### src/rtl/wave_display_multi.sv
// Multi-channel waveform overlay: draws NUM_CH sample traces as connected segments
// onto the pixel stream, reading all channels through one shared sample-RAM port.

module wave_trace_ch #(
  parameter int SAMPLE_W = 8
) (
  input  logic                clk,
  input  logic                reset,
  input  logic                load,
  input  logic                have_sample,
  input  logic [SAMPLE_W-1:0] sample,
  input  logic [SAMPLE_W-1:0] target,
  input  logic                qual,
  input  logic                en,
  output logic                hit_nxt
);
  logic [SAMPLE_W-1:0] cur, prev, lo, hi;

  always_ff @(posedge clk or negedge reset) begin
    if (!reset) begin
      cur  <= '0;
      prev <= '0;
    end else if (load) begin
      // first sample of a line has no predecessor: draw it as a single point
      prev <= have_sample ? cur : sample;
      cur  <= sample;
    end
  end

  always_comb begin
    lo      = (prev < cur) ? prev : cur;
    hi      = (prev < cur) ? cur  : prev;
    hit_nxt = qual && en && (lo <= target) && (target <= hi);
  end
endmodule

module wave_display_multi #(
  parameter int                    NUM_CH   = 2,
  parameter int                    SAMPLE_W = 8,
  parameter int                    ADDR_W   = 9,
  parameter int                    X_W      = 11,
  parameter int                    Y_W      = 10,
  parameter int                    X_START  = 256,
  parameter int                    Y_TOP    = 256,
  parameter logic [NUM_CH*24-1:0]  CH_RGB   = 48'hFF00FF_00FF00
) (
  input  logic                       clk,
  input  logic                       reset,
  input  logic [X_W-1:0]             x,
  input  logic [Y_W-1:0]             y,
  input  logic                       valid,
  input  logic                       read_index,
  input  logic [NUM_CH-1:0]          ch_enable,
  output logic [ADDR_W-1:0]          read_address,
  input  logic [NUM_CH*SAMPLE_W-1:0] read_value,
  output logic [7:0]                 r,
  output logic [7:0]                 g,
  output logic [7:0]                 b,
  output logic                       valid_out,
  output logic [NUM_CH-1:0]          hit
);
  localparam int STAGES = 3;
  localparam logic [X_W-1:0] X0    = X_W'(X_START);
  localparam logic [X_W-1:0] XSPAN = X_W'(2**ADDR_W);
  localparam logic [Y_W-1:0] Y0    = Y_W'(Y_TOP);
  localparam logic [Y_W-1:0] YSPAN = Y_W'(2**(SAMPLE_W+1));

  typedef struct packed {
    logic                in_x;
    logic                in_y;
    logic [SAMPLE_W-1:0] target;
    logic [ADDR_W-1:0]   addr;
  } pix_t;

  logic [X_W-1:0]      cx;
  logic [Y_W-1:0]      ry;
  logic [SAMPLE_W-1:0] yv;
  pix_t                pix, s1, s2;
  logic [STAGES:1]     vld_pipe;
  logic [ADDR_W-1:0]   last_addr;
  logic                have_sample, new_smp, qual;
  logic [NUM_CH-1:0]   hit_nxt;
  logic [23:0]         rgb_nxt;

  always_comb begin
    cx         = x - X0;
    ry         = y - Y0;
    yv         = ry[SAMPLE_W:1];
    pix.in_x   = (x >= X0) && (cx < XSPAN);
    pix.in_y   = (y >= Y0) && (ry < YSPAN);
    pix.target = ~yv;
    pix.addr   = {read_index, cx[ADDR_W-1:1]};
  end

  assign read_address = pix.addr;

  // a line break or reset leaves last_addr stale, so an empty history always loads
  assign new_smp = vld_pipe[1] && s1.in_x && ((s1.addr != last_addr) || !have_sample);
  assign qual    = vld_pipe[2] && s2.in_x && s2.in_y;

  always_ff @(posedge clk or negedge reset) begin
    if (!reset) begin
      vld_pipe    <= '0;
      s1          <= '0;
      s2          <= '0;
      last_addr   <= '0;
      have_sample <= 1'b0;
    end else begin
      vld_pipe <= {vld_pipe[STAGES-1:1], valid};
      s1       <= pix;
      s2       <= s1;
      if (new_smp) begin
        last_addr   <= s1.addr;
        have_sample <= 1'b1;
      end else if (vld_pipe[1] && !s1.in_x) begin
        have_sample <= 1'b0;
      end
    end
  end

  for (genvar k = 0; k < NUM_CH; k++) begin : g_ch
    wave_trace_ch #(.SAMPLE_W(SAMPLE_W)) u_ch (
      .clk        (clk),
      .reset      (reset),
      .load       (new_smp),
      .have_sample(have_sample),
      .sample     (read_value[k*SAMPLE_W +: SAMPLE_W]),
      .target     (s2.target),
      .qual       (qual),
      .en         (ch_enable[k]),
      .hit_nxt    (hit_nxt[k])
    );
  end

  // lowest-index lit channel wins
  always_comb begin
    rgb_nxt = '0;
    for (int k = NUM_CH-1; k >= 0; k--)
      if (hit_nxt[k]) rgb_nxt = CH_RGB[k*24 +: 24];
  end

  always_ff @(posedge clk or negedge reset) begin
    if (!reset) begin
      valid_out <= 1'b0;
      hit       <= '0;
      r         <= '0;
      g         <= '0;
      b         <= '0;
    end else begin
      valid_out   <= vld_pipe[STAGES-1];
      hit         <= hit_nxt;
      {r, g, b}   <= rgb_nxt;
    end
  end
endmodule

### config.mk
export PLATFORM = sky130hd
export DESIGN_NAME = wave_display_multi
export DESIGN_NICKNAME = d
export VERILOG_FILES = /design/src/rtl/wave_display_multi.sv
export SDC_FILE = /design/constraint.sdc
export NUM_CORES = 1
export LEC_CHECK = 0
export CAP_MARGIN = 25
export CORE_AREA = 2 2 104 106
export DETAILED_ROUTE_END_ITERATION = 8
export DIE_AREA = 0 0 106 108
export MAX_ROUTING_LAYER = met4
export PLACE_DENSITY_LB_ADDON = 0.15
export SLEW_MARGIN = 20
export SYNTH_ARGS = -nofsm -noshare
export SYNTH_HDL_FRONTEND = slang
export SYNTH_SLANG_ARGS = --single-unit
### constraint.sdc
create_clock -name clk -period 3.05 [get_ports clk]
set_clock_uncertainty 0.2 [all_clocks]
set_input_delay 0.4575 -clock clk [delete_from_list [all_inputs] [get_ports clk]]
set_output_delay 0.4575 -clock clk [all_outputs]
set_load 0.1 [all_outputs]
Word level (Yosys, flattened, before mapping):

Cells that the tools add are included.

* bits in registers: 100
* input bits: 43
* output and inout port bits: 36
* logic and storage cells: 60

* add/sub/neg operators: 2
* magnitude comparators: 10
* equality and inequality tests: 1
* multiplexer cells: 10
* bitwise gates (word level): 1
* reductions and logical operators: 17

Operators with widths (number)
* $mux 24: 2
* $mux 8: 6
* $le 8x8->1: 4
* $lt 8x8->1: 2
* $logic_and 1x1->1: 13
* $ge 11x9->1 const B: 1
* $lt 11x10->1 const B: 1
* $sub 11x9->11 const B: 1
* $ge 10x9->1 const B: 1
* $lt 10x10->1 const B: 1
* $sub 10x9->10 const B: 1
* $ne 9x9->1: 1
* $not 8->8: 1
* $logic_not 1->1: 2
* $mux 1: 2
* $reduce_bool 2->1: 1
* $logic_or 1x1->1: 1

Depth between registers and ports, before layout:

* word-level depth: 7
* gate-level depth with buffers: 14
* gate-level depth less buffers: 13

By module:

From an unflattened synthesis, not the netlist that was laid out.

* cell total of the unflattened synthesis: 419
* area, all modules: 4476.8 µm²

By module, submodules not included
* wave_trace_ch: times used 2, cells each 148, area each 1380.1 µm², sequential area each 400.4 µm²
* wave_display_multi: times used 1, cells each 123, area each 1716.6 µm², sequential area each 1126.1 µm²

Least setup slack after synthesis:

OpenSTA, ideal clock, no wires.

* kind: reg-to-reg
* from: reg g_ch[0].u_ch.cur[1]
* to: reg b[6]
* setup time: 0.094 ns
* arrival time: 2.936 ns
* required time: 2.756 ns
* setup slack: -0.180 ns
* stages on the path, launching flop included: 14
* path buffers: 1
* cell sequence: dfrtp_1 -> inv_1 -> ha_1 -> a2111oi_2 -> o21bai_1 -> a221oi_4 -> buf_8 -> mux2i_1 -> ha_1 -> nand4_1 -> nor2b_1 -> a21boi_0 -> and4b_1 -> a211oi_1

* word-level cells in the longest chain between the ends: 6
* elaborated cells on any way between the ends: 8
* classes of those cells: order compare (3); mux (3); reduce/logical (2)

RTL lines
* from (decl): RTL line 17 `logic [SAMPLE_W-1:0] cur, prev, lo, hi;`
* from (signal assigned): RTL line 26 `cur <= sample;`
* $lt 8x8->1: RTL line 31, 32
* $mux 8: RTL line 31 `lo = (prev < cur) ? prev : cur;`
* $le 8x8->1: RTL line 33 `hit_nxt = qual && en && (lo <= target) && (target <= hi);`
* $logic_and 1x1->1: RTL line 33
* $logic_and 1x1->1 (*): RTL line 33
* $mux 24 (*): RTL line 139 `if (hit_nxt[k]) rgb_nxt = CH_RGB[k*24 +: 24];`
* to (signal assigned): RTL line 152 `{r, g, b} <= rgb_nxt;`
* to (decl): RTL line 58 `output logic [7:0] b,`

Every way passes the cells marked *; elsewhere a longest branch is shown, timed or not.
A chain may end at the register's enable or synchronous reset.

Final worst setup path:

* from: reg g_ch[0].u_ch.prev[2]
* to: reg hit[0]

* word-level cells in the longest chain between the ends: 5
* elaborated cells on any way between the ends: 7
* classes of those cells: order compare (3); mux (2); reduce/logical (2)

RTL lines
* from (decl): RTL line 17
* from (signal assigned): RTL line 25 `prev <= have_sample ? cur : sample;`
* $lt 8x8->1: RTL line 31, 32
* $mux 8: RTL line 31
* $le 8x8->1: RTL line 33
* $logic_and 1x1->1: RTL line 33
* $logic_and 1x1->1 (*): RTL line 33
* named net g_ch[0].u_ch.hit_nxt: RTL line 15 `output logic hit_nxt`
* to (signal assigned): RTL line 151 `hit <= hit_nxt;`
* to (decl): RTL line 60 `output logic [NUM_CH-1:0] hit`

The timed path passes the listed nets; every way through them passes the cells marked *.

==> run metrics <==
DRT Wirelength 8.99 mm; FMAX 0.313 GHz; YS warnings 0; worst setup margin -0.145 ns; Buf/Inv on CP 1; GRT overflow 0; Most used DFF post-synth dfrtp_1; final instance area 5980 um^2; # port buffers 77; Fin. Hold Viols 0; status finished, violations left; sequential fraction of the synthesis area 0.426; clock latency on the worst-skew pair ~0.37 ns; Post-Synthesis Cells 395; Synth async-reset ratio 1.00; drt pass-1 iters 4; antenna-violating nets left 0; Power Dens Cells 782 nW/um^2; worst vdd rail ir drop approximately 0.27 mV; Cell Chain, Critical Path ha_1 -> o21a_1 -> o21ai_2 -> o21bai_2 -> a221oi_4 -> buf_6 -> mux2_4 -> ha_4 -> nand4_1 -> nor2b_1 -> a21boi_2 -> and4b_1 -> and2_4; syn avg cell area 11.4 um^2; initial antenna violation count 0; routed vias ~3100; Placed Area about 5400 um^2; RSZ-0062 raised after global routing true; worst hold path type register to register; H-tree levels 3; fin crit period 3.19 ns; Die W between 100 and 150 um; cell family with most CP delay compound AO/OA/AOI/OAI gates; TritonCTS clock tree done; Sink Count 77; failing checks setup timing; layout cell share with drive strength beyond 1 0.363; critical path depth 13; pre-CTS setup slack -0.287 ns; IO Pins 79; Clk pin slew, worst setup/hold paths roughly 0.090 ns; Pleak 2.82 nW; fin nets 587; Crit Path Class register to register; Initial Utilization 0.442; Setup TNS -0.349 ns; CP arrival between 3 and 4 ns; slowest cell delay on critical path 0.39 ns; # rows 37; synthesis-to-layout area growth 32.2%; relative slew slack 0.655; post-DP HPWL 6.60 mm; clk buf depth 2; Setup crit start kind register; DRC Markers 0; count of final setup violators 3; vias in the first global route ~3200; Synth Cell Area around 4500 um^2; Via-to-Cell Ratio roughly 4.9; WL per Instance 14.1 um; routability cong. 0.753; GRT Total Usage 0.173; FF+latch count, synth 77; fin util 0.584; area of the core 10200 um^2; Die Footprint approximately 11000 um^2; max-cap violation count 0; Worst-Margin Slew 0.517 ns; largest net degree at the start of global routing 78; syn nets between 400 and 500; Slowest cell on crit path dfrtp_1; root cell of the clock tree clkbuf_8; Tcrit/Tclk final 1.05; critical path fanouts, max 6; Antenna diodes 0; PnR Total Power between 4 and 5 mW; Reg2Reg Depth 13; initial DRC count 55; CTS Buf Count 9; Worst Path Required 3.15 ns; Die Span Y 108 um; Synth cell types 38; CP endpoint kind register; number of synthesized flops with an enable pin 0; fin. max-slew vios 0; first-pass GRT wire length ~15 mm; hold path depth 0
[layer usage]
layer	up-vias	track usage	part of all wire
li1	1563	-	-
met1	1503	0.208	0.45
met2	46	0.287	0.50
met3	9	0.0392	0.032
met4	0	0.0639	0.016
met5	-	-	0
[state kept, by name, summed over array words and instances, names as in the netlist]
name / flops
s1: 19
hit: 2
valid_out: 1
g_ch.u_ch.prev: 16
b: 1
vld_pipe: 2
have_sample: 1
s2: 10
last_addr: 9
g_ch.u_ch.cur: 16
[path summary, 6_finish.rpt]
check / from / to / slack (ns)
max: g_ch[0].u_ch.prev[2] / hit[0] / -0.14
min: s1[15] / s2[15] / 0.14
max reg2reg: g_ch[0].u_ch.prev[2] / hit[0] / -0.14
min reg2reg: s1[15] / s2[15] / 0.14
max in group asynchronous: reset / s2[17] / 1.67
min in group asynchronous: reset / g_ch[1].u_ch.prev[7] / 0.40
[cells in the mapped netlist, types with 3 or more instances]
| library cell | number | share of area |
|---|---|---|
| buf_2 | 4 | 0.0044 |
| dfrtp_1 | 77 | 0.43 |
| a21oi_1 | 16 | 0.018 |
| ha_1 | 48 | 0.13 |
| mux2_2 | 37 | 0.092 |
| nand2_1 | 21 | 0.017 |
| buf_4 | 32 | 0.053 |
| inv_1 | 33 | 0.027 |
| o211ai_1 | 3 | 0.0050 |
| o21a_1 | 3 | 0.0050 |
| nand2b_1 | 3 | 0.0042 |
| mux2i_1 | 32 | 0.071 |
| and3_1 | 3 | 0.0042 |
| nand4_1 | 10 | 0.014 |
| clkbuf_1 | 4 | 0.0033 |
| xnor2_1 | 8 | 0.015 |
| nor2b_1 | 5 | 0.0069 |
| o21ai_0 | 24 | 0.027 |
| o21bai_1 | 3 | 0.0050 |
| mux2_4 | 4 | 0.013 |
[cell type report]
class	instances	area (um^2)
Clock inverter	6	47.5
Inverter	33	124
Tap cell	136	170
Timing Repair Buffer	132	1150
Clock buffer	10	128
Sequential cell	77	1930
Multi-Input combinational cell	243	2430
Fill cell	866	4250
[cells in the final DEF (no fill, tap or decap), drive strengths merged, types with 5 or more instances in the layout]
cell type	Yosys	layout
o21ai	24	24
ha	48	48
xnor2	8	8
clkbuf	4	10
buf	38	91
inv	33	35
mux2	41	41
nand2	21	21
nand4	10	10
clkdlybuf4s50	0	40
mux2i	32	32
dfrtp	77	77
nor2b	5	5
a21oi	16	16
[through the flow]
stage | instances | hold slack (ns)
floorplan | 395 | -0.0381
global placement | 613 | 0.134
detailed placement | 613 | 0.135
CTS | 631 | 0.0813
global route | 637 | 0.159
finish | 637 | 0.140
[cell families (layout without fill, tap and decap cells)]
logic type | after synthesis | count (layout) | share of synthesized area
and+or+nand+nor | 50 | 50 | 0.0573
muxes | 73 | 73 | 0.176
DFF | 77 | 77 | 0.426
buffers and inverters | 75 | 181 | 0.0949
AOI/OAI and AO/OA | 62 | 62 | 0.0933
adders and majority gates | 48 | 48 | 0.133
xor gates and xnor gates | 10 | 10 | 0.0194
[repair_timing]
action,CTS,global route
pin swaps,8,13
setup buffers,2,4
hold buffers,0,1
setup endpoints to repair,3,3
hold endpoints to repair,0,37
gates resized for setup,28,24
[report_power, final]
group	total [mW]	internal (mW)	switching [mW]	leakage, nW
clock network	0.706	0.303	0.404	0.0872
logic	2.64	1.44	1.20	1.82
registers	1.33	1.21	0.124	0.920
No activity file was read; power rests on OpenSTA's default activity.
